[src/rtl/osd_cmd_arb.sv]
// osd_cmd_arb: round-robin arbiter + word sequencer for the OSD host port.
// Ports: clk_sys/rst_n; per requester (a_*, b_*) req/cmd/len in, gnt and
//   data_rd pulses out, data in; io_osd/io_strobe/io_din port out; busy out.
module osd_cmd_arb #(
    parameter int STROBE_GAP = 2,
    parameter int LOW_GAP    = 4
) (
    input  logic        clk_sys,
    input  logic        rst_n,
    input  logic        a_req,
    input  logic [7:0]  a_cmd,
    input  logic [8:0]  a_len,
    output logic        a_gnt,
    output logic        a_data_rd,
    input  logic [15:0] a_data,
    input  logic        b_req,
    input  logic [7:0]  b_cmd,
    input  logic [8:0]  b_len,
    output logic        b_gnt,
    output logic        b_data_rd,
    input  logic [15:0] b_data,
    output logic        io_osd,
    output logic        io_strobe,
    output logic [15:0] io_din,
    output logic        busy
);

    typedef enum logic [2:0] {
        S_IDLE,
        S_SETUP,
        S_STRB,
        S_GAP,
        S_FETCH,
        S_LOAD,
        S_CLOSE
    } state_t;

    localparam logic [7:0] GAP_LD = 8'(STROBE_GAP);
    localparam logic [7:0] LOW_LD = 8'(LOW_GAP);

    state_t      r_state;
    logic        r_last;   // 1: B was served last
    logic        r_own;    // 1: B owns the current frame
    logic [8:0]  r_rem;
    logic [7:0]  r_cnt;

    logic        w_any;
    logic        w_pick_b;

    assign w_any    = a_req | b_req;
    // On a tie the requester that was not served last wins.
    assign w_pick_b = b_req & (~a_req | ~r_last);

    always_ff @(posedge clk_sys or negedge rst_n) begin
        if (!rst_n) begin
            r_state   <= S_IDLE;
            r_last    <= 1'b1;
            r_own     <= 1'b0;
            r_rem     <= '0;
            r_cnt     <= '0;
            a_gnt     <= 1'b0;
            b_gnt     <= 1'b0;
            a_data_rd <= 1'b0;
            b_data_rd <= 1'b0;
            io_osd    <= 1'b0;
            io_strobe <= 1'b0;
            io_din    <= '0;
            busy      <= 1'b0;
        end else begin
            a_gnt     <= 1'b0;
            b_gnt     <= 1'b0;
            a_data_rd <= 1'b0;
            b_data_rd <= 1'b0;
            case (r_state)
                S_IDLE: begin
                    if (w_any) begin
                        r_own   <= w_pick_b;
                        r_last  <= w_pick_b;
                        r_rem   <= w_pick_b ? b_len : a_len;
                        io_din  <= {8'h00, w_pick_b ? b_cmd : a_cmd};
                        a_gnt   <= ~w_pick_b;
                        b_gnt   <= w_pick_b;
                        io_osd  <= 1'b1;
                        busy    <= 1'b1;
                        r_state <= S_SETUP;
                    end
                end
                S_SETUP: begin
                    io_strobe <= 1'b1;
                    r_state   <= S_STRB;
                end
                S_STRB: begin
                    io_strobe <= 1'b0;
                    r_cnt     <= GAP_LD;
                    r_state   <= S_GAP;
                end
                S_GAP: begin
                    if (r_cnt > 8'd1) begin
                        r_cnt <= r_cnt - 8'd1;
                    end else if (r_rem != 9'd0) begin
                        // Pull pulse is visible during FETCH; the word
                        // is sampled on the edge that leaves FETCH.
                        a_data_rd <= ~r_own;
                        b_data_rd <= r_own;
                        r_rem     <= r_rem - 9'd1;
                        r_cnt     <= '0;
                        r_state   <= S_FETCH;
                    end else begin
                        io_osd  <= 1'b0;
                        io_din  <= '0;
                        r_cnt   <= LOW_LD;
                        r_state <= S_CLOSE;
                    end
                end
                S_FETCH: begin
                    io_din  <= r_own ? b_data : a_data;
                    r_state <= S_LOAD;
                end
                S_LOAD: begin
                    io_strobe <= 1'b1;
                    r_state   <= S_STRB;
                end
                S_CLOSE: begin
                    if (r_cnt > 8'd1) begin
                        r_cnt <= r_cnt - 8'd1;
                    end else begin
                        r_cnt   <= '0;
                        busy    <= 1'b0;
                        r_state <= S_IDLE;
                    end
                end
                default: r_state <= S_IDLE;
            endcase
        end
    end

endmodule

[config.mk]
export PLATFORM = sky130hd
export DESIGN_NAME = osd_cmd_arb
export DESIGN_NICKNAME = d
export VERILOG_FILES = /design/src/rtl/osd_cmd_arb.sv
export SDC_FILE = /design/constraint.sdc
export NUM_CORES = 1
export LEC_CHECK = 0
export BUFFER_PORTS_ARGS = -buffer_cell sky130_fd_sc_hd__buf_2
export CORE_MARGIN = 1.5
export CORE_UTILIZATION = 48
export CTS_BUF_LIST = sky130_fd_sc_hd__clkbuf_8
export DETAILED_ROUTE_END_ITERATION = 10
export HOLD_SLACK_MARGIN = 0.15
export PLACE_DENSITY = 0.88
export SLEW_MARGIN = 15
export SYNTH_ARGS = -nofsm -noshare
export SYNTH_HDL_FRONTEND = slang
export SYNTH_SLANG_ARGS = --single-unit
[constraint.sdc]
create_clock -name clk_sys -period 2.6 [get_ports clk_sys]
set_clock_uncertainty 0.15 [all_clocks]
set_input_delay 0.52 -clock clk_sys [delete_from_list [all_inputs] [get_ports clk_sys]]
set_output_delay 0.52 -clock clk_sys [all_outputs]
set_load 0.03 [all_outputs]
### Yosys cells after proc, flatten, opt, wreduce, memory -nomap -nowiden

Cells that the tools add are included.

* register bits after elaboration: 45
* input bits: 70
* output and inout port bits: 23
* logic and storage cells: 85

* $add $sub $neg: 2
* magnitude comparators: 1
* equal/unequal tests: 11
* multiplexer cells: 37
* bitwise logic cells: 7
* reduce and logical (&&, ||, !) cells: 14

Operators with widths (count)
* $mux 16: 4
* $pmux 16 s3: 1
* $mux 9: 4
* $mux 8: 3
* $pmux 8 s3: 1
* $pmux 3 s6: 1
* $pmux 9 s2: 1
* $mux 1: 14
* $mux 3: 4
* $reduce_and 4->1: 3
* $ne 2x2->1 const B: 5
* $eq 3x3->1 const B: 3
* $reduce_bool 9->1: 1
* $sub 9x1->9 const B: 1
* $gt 8x1->1 const B: 1
* $sub 8x1->8 const B: 1
* $eq 3x2->1 const B: 2
* $pmux 1 s2: 3
* $reduce_and 3->1: 2
* $reduce_bool 2->1: 3
* $reduce_bool 3->1: 2
* $not 1->1: 4
* $eq 3x1->1 const B: 1
* $logic_not 3->1: 1
* 5 further kinds: 6

### Logic depth before layout (Yosys ltp)

Gate-level depths: netlist of the first run.

* depth in word-level cells: 6
* depth in mapped cells: 9
* mapped depth without buffers: 7

### Worst setup path after synthesis of the first run

Ideal clock, no wire load.

* path kind: register to register
* start: register r_rem[0]
* end: register io_din[6]
* library setup time: 0.125 ns
* arrival: 1.889 ns
* required time: 2.325 ns
* slack: 0.436 ns
* stages on the path, launching flop included: 9
* path buffers: 1
* period minus slack after synthesis: 2.164 ns
* path through: dfrtp_1 -> inv_1 -> ha_1 -> nor4b_2 -> nand2_1 -> nor4_2 -> o21ai_4 -> buf_6 -> mux2_4

* longest elaborated chain between the ends: 3

Ends and longest elaborated chain
* from (decl): line 44 `logic [8:0] r_rem;`
* from (signal assigned): line 79 `r_rem <= w_pick_b ? b_len : a_len;`
* from (signal assigned): line 105 `r_rem <= r_rem - 9'd1;`
* $reduce_bool 9->1: line 100 `end else if (r_rem != 9'd0) begin`
* $ne 2x2->1 (no line)
* $reduce_and 4->1 (no line)
* to (signal assigned): line 80 `io_din <= {8'h00, w_pick_b ? b_cmd : a_cmd};`
* to (signal assigned): line 116 `io_din <= r_own ? b_data : a_data;`
* to (decl): line 24 `output logic [15:0] io_din,`

Every way passes these cells.
A chain may end at the register's enable or synchronous reset.

### Worst setup path after layout of the first run

* start: register r_rem[0]
* end: register io_din[7]

The elaborated chain is that of the path after synthesis.

==> results of run 1 <==
==> stage by stage <==
step | cell area [sq um] | setup WS, ns | power (mW) | hold slack, ns | util (%)
2_1_floorplan | 2572 | 0.4359 | 3.015 | 0.07441 | -
3_3_place_gp | 3112 | 0.3332 | 3.456 | 0.3251 | 60.54
3_5_place_dp | 3112 | 0.2415 | 3.540 | 0.3226 | 60.54
4_1_cts | 3223 | 0.2401 | 4.088 | 0.1732 | 62.71
5_1_grt | 3223 | 0.06014 | 4.371 | 0.2028 | 62.71
6_report | 3223 | 0.2081 | 4.092 | 0.1452 | 62.71
==> critical path: cells and delay by family, from the launching register on <==
family | cells | cell delay, ns
AND/OR/NAND/NOR | 3 | 0.88
flip-flops | 1 | 0.40
multiplexers | 1 | 0.34
AO/OA/AOI/OAI | 1 | 0.22
adder cells (fa/ha/maj) | 1 | 0.21
buffers and inverters | 1 | 0.09
==> synth_stat cells (5+ instances only) <==
library cell	count
dfrtp_1	44
mux2i_1	30
nor2_1	23
nand2_1	22
o21ai_0	11
o2bb2ai_1	10
o22ai_1	9
a21oi_1	8
clkbuf_1	7
inv_1	7
mux2_2	7
a31oi_1	5
==> state kept, by name (all words and copies together) (netlist names), 3 cells and up <==
register	flops
io_din	16
r_state	3
r_cnt	8
r_rem	9
==> worst max-delay path by stage <==
stage | slack, ns | cells past startpoint | startpoint | end
floorplan | 0.44 | 8 | r_rem[0] | io_din[6]
global placement | 0.33 | 5 | r_cnt[5] | io_din[6]
detailed placement | 0.24 | 7 | r_rem[0] | io_din[6]
CTS | 0.24 | 7 | r_rem[0] | io_din[6]
global route | 0.06 | 7 | r_rem[0] | io_din[6]
finish | 0.21 | 7 | r_rem[0] | io_din[7]
==> power groups by stage <==
stage | clock network (mW) | logic (mW) | registers (mW)
6_report | 0.526 | 2.23 | 1.34
5_1_grt | 0.558 | 2.43 | 1.38
4_1_cts | 0.531 | 2.23 | 1.33
3_5_place_dp | 0 | 2.21 | 1.33
3_3_place_gp | 0 | 2.13 | 1.33
2_1_floorplan | 0 | 1.54 | 1.48
==> area by class of cell <==
| cell class | instances | area [sq um] |
|---|---|---|
| Clock buffer | 5 | 68.82 |
| Inverter | 7 | 26.28 |
| Multi-Input combinational cell | 185 | 1343 |
| Sequential cell | 45 | 1127 |
| Fill cell | 408 | 1917 |
| Clock inverter | 3 | 42.54 |
| Timing Repair Buffer | 101 | 528.0 |
| Tap cell | 70 | 87.58 |
==> cells in the final DEF (no fill, tap or decap), types with 3 or more instances in the layout <==
master     instances
nor3_1             4
mux2i_1           30
inv_1              8
clkbuf_8           5
buf_4              9
a31oi_1            5
nor2_1            23
o22a_1             3
nand3_1            4
dfrtp_1           44
nand2_1           22
o2bb2ai_1         10
xnor2_1            3
ha_1               3
mux2_2             7
o21ai_0           11
nor2b_1            4
o22ai_1            9
a21o_1             3
buf_2             92
a21oi_1            8
a211oi_1           3
==> routing by layer <==
metal | wire length (um) | part of all wire [%] | global-route usage [%]
met5 | 0 | 0 | 0
met1 | 2664 | 43 | 25.97
met4 | 107 | 1.7 | 7.778
met2 | 3034 | 49 | 38.21
met3 | 348 | 5.7 | 4.910
==> kinds of logic (layout without fill, tap and decap cells) <==
logic type                 count (synthesis)  after routing  synth area share, %
adders and majority gates                  3              3                1.459
DFF                                       45             45                43.82
buffers and inverters                     21            116                4.135
AOI/OAI and AO/OA                         67             67                19.12
and+or+nand+nor                           72             72                14.20
muxes                                     39             39                15.90
xor gates and xnor gates                   4              4                1.362
==> impl_results.md, run 1 <==
* Register-to-register setup slack at 0.21 ns
* Worst-Skew Late Latency at 0.30 ns
* Final Cycle Share at 92.00%
* Post-Syn Area per Cell at 10.25 sq um
* Synth Register Bits at 45
* Slew of the pin with the lowest slew margin at 0.5655 ns
* Post-synth EDFFs at 0
* Die width at 76.21 um
* Post-CTS Setup Inserts at 0
* Yosys warnings at 0
* Initial antenna violation count at 0
* Core Area at 5140 sq um
* I/O pin total at 93
* TritonCTS clock tree: built
* Tmin final at 2.392 ns
* Largest net degree at the start of global routing at 46
* Logic pwr share at 54.4%
* Starting density of the core at 50.05%
* Post-Syn Nets at 324
* Status: finished, final reports clean
* Largest area contributor in the netlist: dfrtp_1
* Peak Freq at 418.1 MHz
* Top_reg_cell synth: dfrtp_1
* Max stage delay on crit path at 0.40 ns
* Total Routing Usage GR at a little over a fifth
* Crit path max fanout at 16
* Reg2reg start: r_rem[0]
* Vias in the first global route at 2,327
* P_int at 2.249 mW
* Final hold vios at 0
* Diode count at 0
* Synthesized area at about 2600 sq um
* Power Dens Cells at ~1300 nW/um^2
* DIE AREA at approximately 5800 sq um
* Crit path kind: register to register
* 1st-iter DRT viols at 188
* TritonRoute pass-1 iters at 4
* Hpwl dp at 4547 um
* Synth-to-Final Area Change at 25.29%
* Reg-to-reg endpoint: io_din[7]
* Switching part of the total at 45.05%
* Via count at 2,296
* Seq pwr share at 32.7%
* Tightest Hold Check Type: primary input to async pin
* Row Count at 26
* Critical path cell sequence: inv_1 > ha_1 > nor4b_2 > nand2_1 > nor4_2 > o21ai_4 > mux2_4
* Die height at 76.21 um
* Synth area leaders: dfrtp_1, mux2i_1, o2bb2ai_1
* CTS Sinks at 45
* Total CTS buffers at 5
* IR drop worst, VDD at between 0.7 and 0.8 mV
* FFs w/ async S/R, synth at 100.0%
* Synth top area share at roughly 43%
* Placed insts at 408
* First-pass GRT wire length at between 10,000 and 15,000 um
* Crit path capture type: register
* Post-Layout Cell Count at between 400 and 500
* Post-route ant nets at 0
* Crit path max-delay cell type: dfrtp_1
* Post_cts resized at 0
* Root Driver: clkbuf_8
* RePlAce Congestion at 0.8377
* Leakage power at approximately 1.6 nW
* Slew HR at 62.30%
* CP startpoint kind: register
* WL/cell at 14.79 um
* RSZ-0062 raised after global routing: no
* Post-route DRC violation count at 0
* Setup TNS at 0 ns
* Reg2Reg Depth at 7
* Post-synth cell types at 50
* Clock Power Share at between 10% and 20%
* Final setup vio count at 0
* Ratio of cells with drive above 1 in the final layout at 37.57%
* Slew Limit Fails at 0
* Data arrival, critical path at 2.43 ns
* Hold Buf Count CTS at 0
* Longest Clk Path Bufs at 2
* Mapped Cells at 251
* Nets at 418
* Final WL at 6154 um
* CTS clk-pin slew, worst paths at 0.09 ns
* H-tree levels at 2
* Max cap viols at 0
* Detailed-route vias per instance at 5.519
* Sequential area share after synthesis at 43.82%
* Data required, critical path at 2.64 ns
* Grt total ovfl at 0
* NetSw at 1.844 mW
* # port buffers at 92
Power figures use the tool's default switching activity.
==> run 2: changes to the inputs <==
- PLACE_DENSITY: 0.88 -> unset
- PLACE_DENSITY_LB_ADDON: unset -> 0.3
==> run 2 against run 1 <==
Sequential share of layout area stayed put. Critical path depth is 2 lower. Largest cell class unchanged. Hold slack got worse by 0.013 ns. First-iteration DRC count decreased by 57%. Cell area did not move. Worst setup slack lost 0.0017 ns. Wire length decreased by 8.4%. Die area did not move. Critical path type unchanged. Fmax about the same. Final cell count is the same. Clock power about the same.
==> impl_results.md, run 2 (synthesis gave the netlist of run 1 again) <==
* Total Routing Usage GR at 20.35% (-1.4 points)
* Peak Freq at 417.8 MHz (about the same)
* Die height at 76.21 um (unchanged)
* Vias in the first global route at 2,131 (-8.4%)
* Core Area at 5140 sq um (unchanged)
* Total CTS buffers at 5 (unchanged)
* Max stage delay on crit path at 0.56 ns (+0.16 ns)
* Clock Power Share at 13.0% (+0.2 points)
* Crit path max fanout at 16 (unchanged)
* Biggest register: io_din
* Largest delay contributor family on the critical path: simple AND/OR/NAND/NOR gates
* Fin area at 3223 sq um (unchanged)
* IR drop worst, VDD at 0.6505 mV (-7.7%)
* Root Driver: clkbuf_8
* H-tree levels at 2 (unchanged)
* Post-CTS Setup Inserts at 0 (unchanged)
* Leakage power at 1.626 nW (about the same)
* Detailed-route vias per instance at 5.313 (-3.7%)
* Final Cycle Share at 92.06% (about the same)
* # fillers at 427 (+4.7%)
* Hpwl dp at 4340 um (-4.5%)
* Max cap viols at 0 (unchanged)
* Most frequent cells in the layout: buf_2, dfrtp_1, mux2i_1
* CTS Sinks at 45 (unchanged)
* Final Power at 4.026 mW (-1.6%)
* TritonCTS clock tree: built
* Slew of the pin with the lowest slew margin at 0.6843 ns (+0.1188 ns)
* NetSw at 1.775 mW (-3.7%)
* Buffers and inverters on the worst path at 0 (-1)
* RSZ-0062 raised after global routing: no
* Post-route DRC violation count at 0 (unchanged)
* # port buffers at 92 (unchanged)
* Post-route ant nets at 0 (unchanged)
* Pre-CTS WS at 0.2029 ns (-0.03868 ns)
* First-pass GRT wire length at 9611 um (-6.7%)
* Hold Buf Count CTS at 0 (unchanged)
* Via count at 2,210 (-3.7%)
* Largest net degree at the start of global routing at 46 (unchanged)
* Synth-to-Final Area Change at 25.29% (unchanged)
* Crit path kind: register to register
* Slew Limit Fails at 0 (unchanged)
* Final hold vios at 0 (unchanged)
* Final setup vio count at 0 (unchanged)
* Crit path max-delay cell type: or4_4
* Post_cts resized at 0 (unchanged)
* Switching part of the total at 44.08% (-0.97 points)
* Nets at 418 (unchanged)
* DP Area at 3112 sq um (unchanged)
* Starting density of the core at 50.05% (unchanged)
* CTS clk-pin slew, worst paths at 0.09 ns (about the same)
* Longest Clk Path Bufs at 2 (unchanged)
* Crit path capture type: register
* Worst-Skew Late Latency at 0.30 ns (about the same)
* I/O pin total at 93 (unchanged)
* WL/cell at 13.55 um (-8.4%)
* Status: finished, final reports clean
* RePlAce Congestion at 0.8270 (-1.3%)
* Final core occ at 62.71% (unchanged)
* Largest register FFs at 16 (unchanged)
* CP startpoint kind: register
* Tightest Hold Check Type: primary input to async pin
* Data arrival, critical path at 2.44 ns (about the same)
* Power Dens Cells at 1249 nW/um^2 (-1.6%)
* Grt total ovfl at 0 (unchanged)
* Ratio of cells with drive above 1 in the final layout at 37.57% (unchanged)
* Data required, critical path at 2.64 ns (about the same)
* Die width at 76.21 um (unchanged)
* Slew HR at 54.38% (-7.9 points)
* Setup slack after layout at 0.2064 ns (-0.001725 ns)
* Critical path cell sequence: or4_4 > nor4_4 > o21a_2 > o21ai_4 > mux2_4
* Initial antenna violation count at 0 (unchanged)
* DIE AREA at 5807 sq um (unchanged)
* Setup TNS at 0 ns (unchanged)
* Seq pwr share at 32.8% (about the same)
* Largest registers: io_din: 16 flops, r_rem: 9 flops, r_cnt: 8 flops
* P_int at 2.251 mW (+0.12%)
* Commonest non-fill, non-tap cell in the layout: buf_2
* Row Count at 26 (unchanged)
* Final WL at 5637 um (-8.4%)
* Diode count at 0 (unchanged)
* Logic pwr share at 54.2% (-0.2 points)
* 1st-iter DRT viols at 81 (-57%)
* Tmin final at 2.394 ns (+0.001725 ns)
* TritonRoute pass-1 iters at 4 (unchanged)
## run 2: final cells by class
| class | count | area, sq um | share of cell area, % |
|---|---|---|---|
| clock inverters | 3 | 42.54 | 1.320 |
| well taps | 70 | 87.58 | 2.717 |
| inverters | 7 | 26.28 | 0.8152 |
| clock buffers | 5 | 68.82 | 2.135 |
| multi-input cells | 185 | 1343 | 41.65 |
| repair buffers | 101 | 528.0 | 16.38 |
| flip-flops and latches | 45 | 1127 | 34.98 |
## run 2: worst register-to-register path, stage by stage, from the launching register on
cell	delay (ns)
dfrtp_1	0.43
or4_4	0.56
nor4_4	0.44
o21a_2	0.22
o21ai_4	0.15
mux2_4	0.34
## run 2: path summary, 6_finish.rpt
| check | start | endpoint | slack (ns) | depth (start not counted) |
|---|---|---|---|---|
| max in group asynchronous | rst_n | r_state[0] | 1.78 | 2 |
| hold / removal | rst_n | io_din[15] | 0.13 | 2 |
| min in group clk_sys | a_data[11] | io_din[11] | 0.34 | 3 |
| hold reg to reg | io_din[15] | io_din[15] | 0.35 | 1 |
| setup / recovery | r_cnt[5] | io_din[7] | 0.21 | 5 |
| setup reg to reg | r_cnt[5] | io_din[7] | 0.21 | 5 |
## run 2: metal layers
metal	global-route usage [%]	vias to the layer above	wire length (um)
li1	-	1104	-
met1	26.96	1018	2500
met4	6.296	0	57
met2	33.48	82	2733
met3	4.192	6	345
met5	0	-	0
## run 2: metrics by stage
stage	hold slack [ns]	cells
3_5_place_dp	0.3273	408
3_3_place_gp	0.3251	408
6_report	0.1318	416
5_1_grt	0.2017	416
2_1_floorplan	0.07441	251
4_1_cts	0.1527	416
## run 2: power groups by stage
stage / combinational [mW] / sequential (mW) / clock (mW)
3_3_place_gp: 2.15 / 1.32 / 0
3_5_place_dp: 2.19 / 1.33 / 0
6_report: 2.18 / 1.32 / 0.524
5_1_grt: 2.41 / 1.38 / 0.570
4_1_cts: 2.19 / 1.32 / 0.535
2_1_floorplan: 1.54 / 1.48 / 0
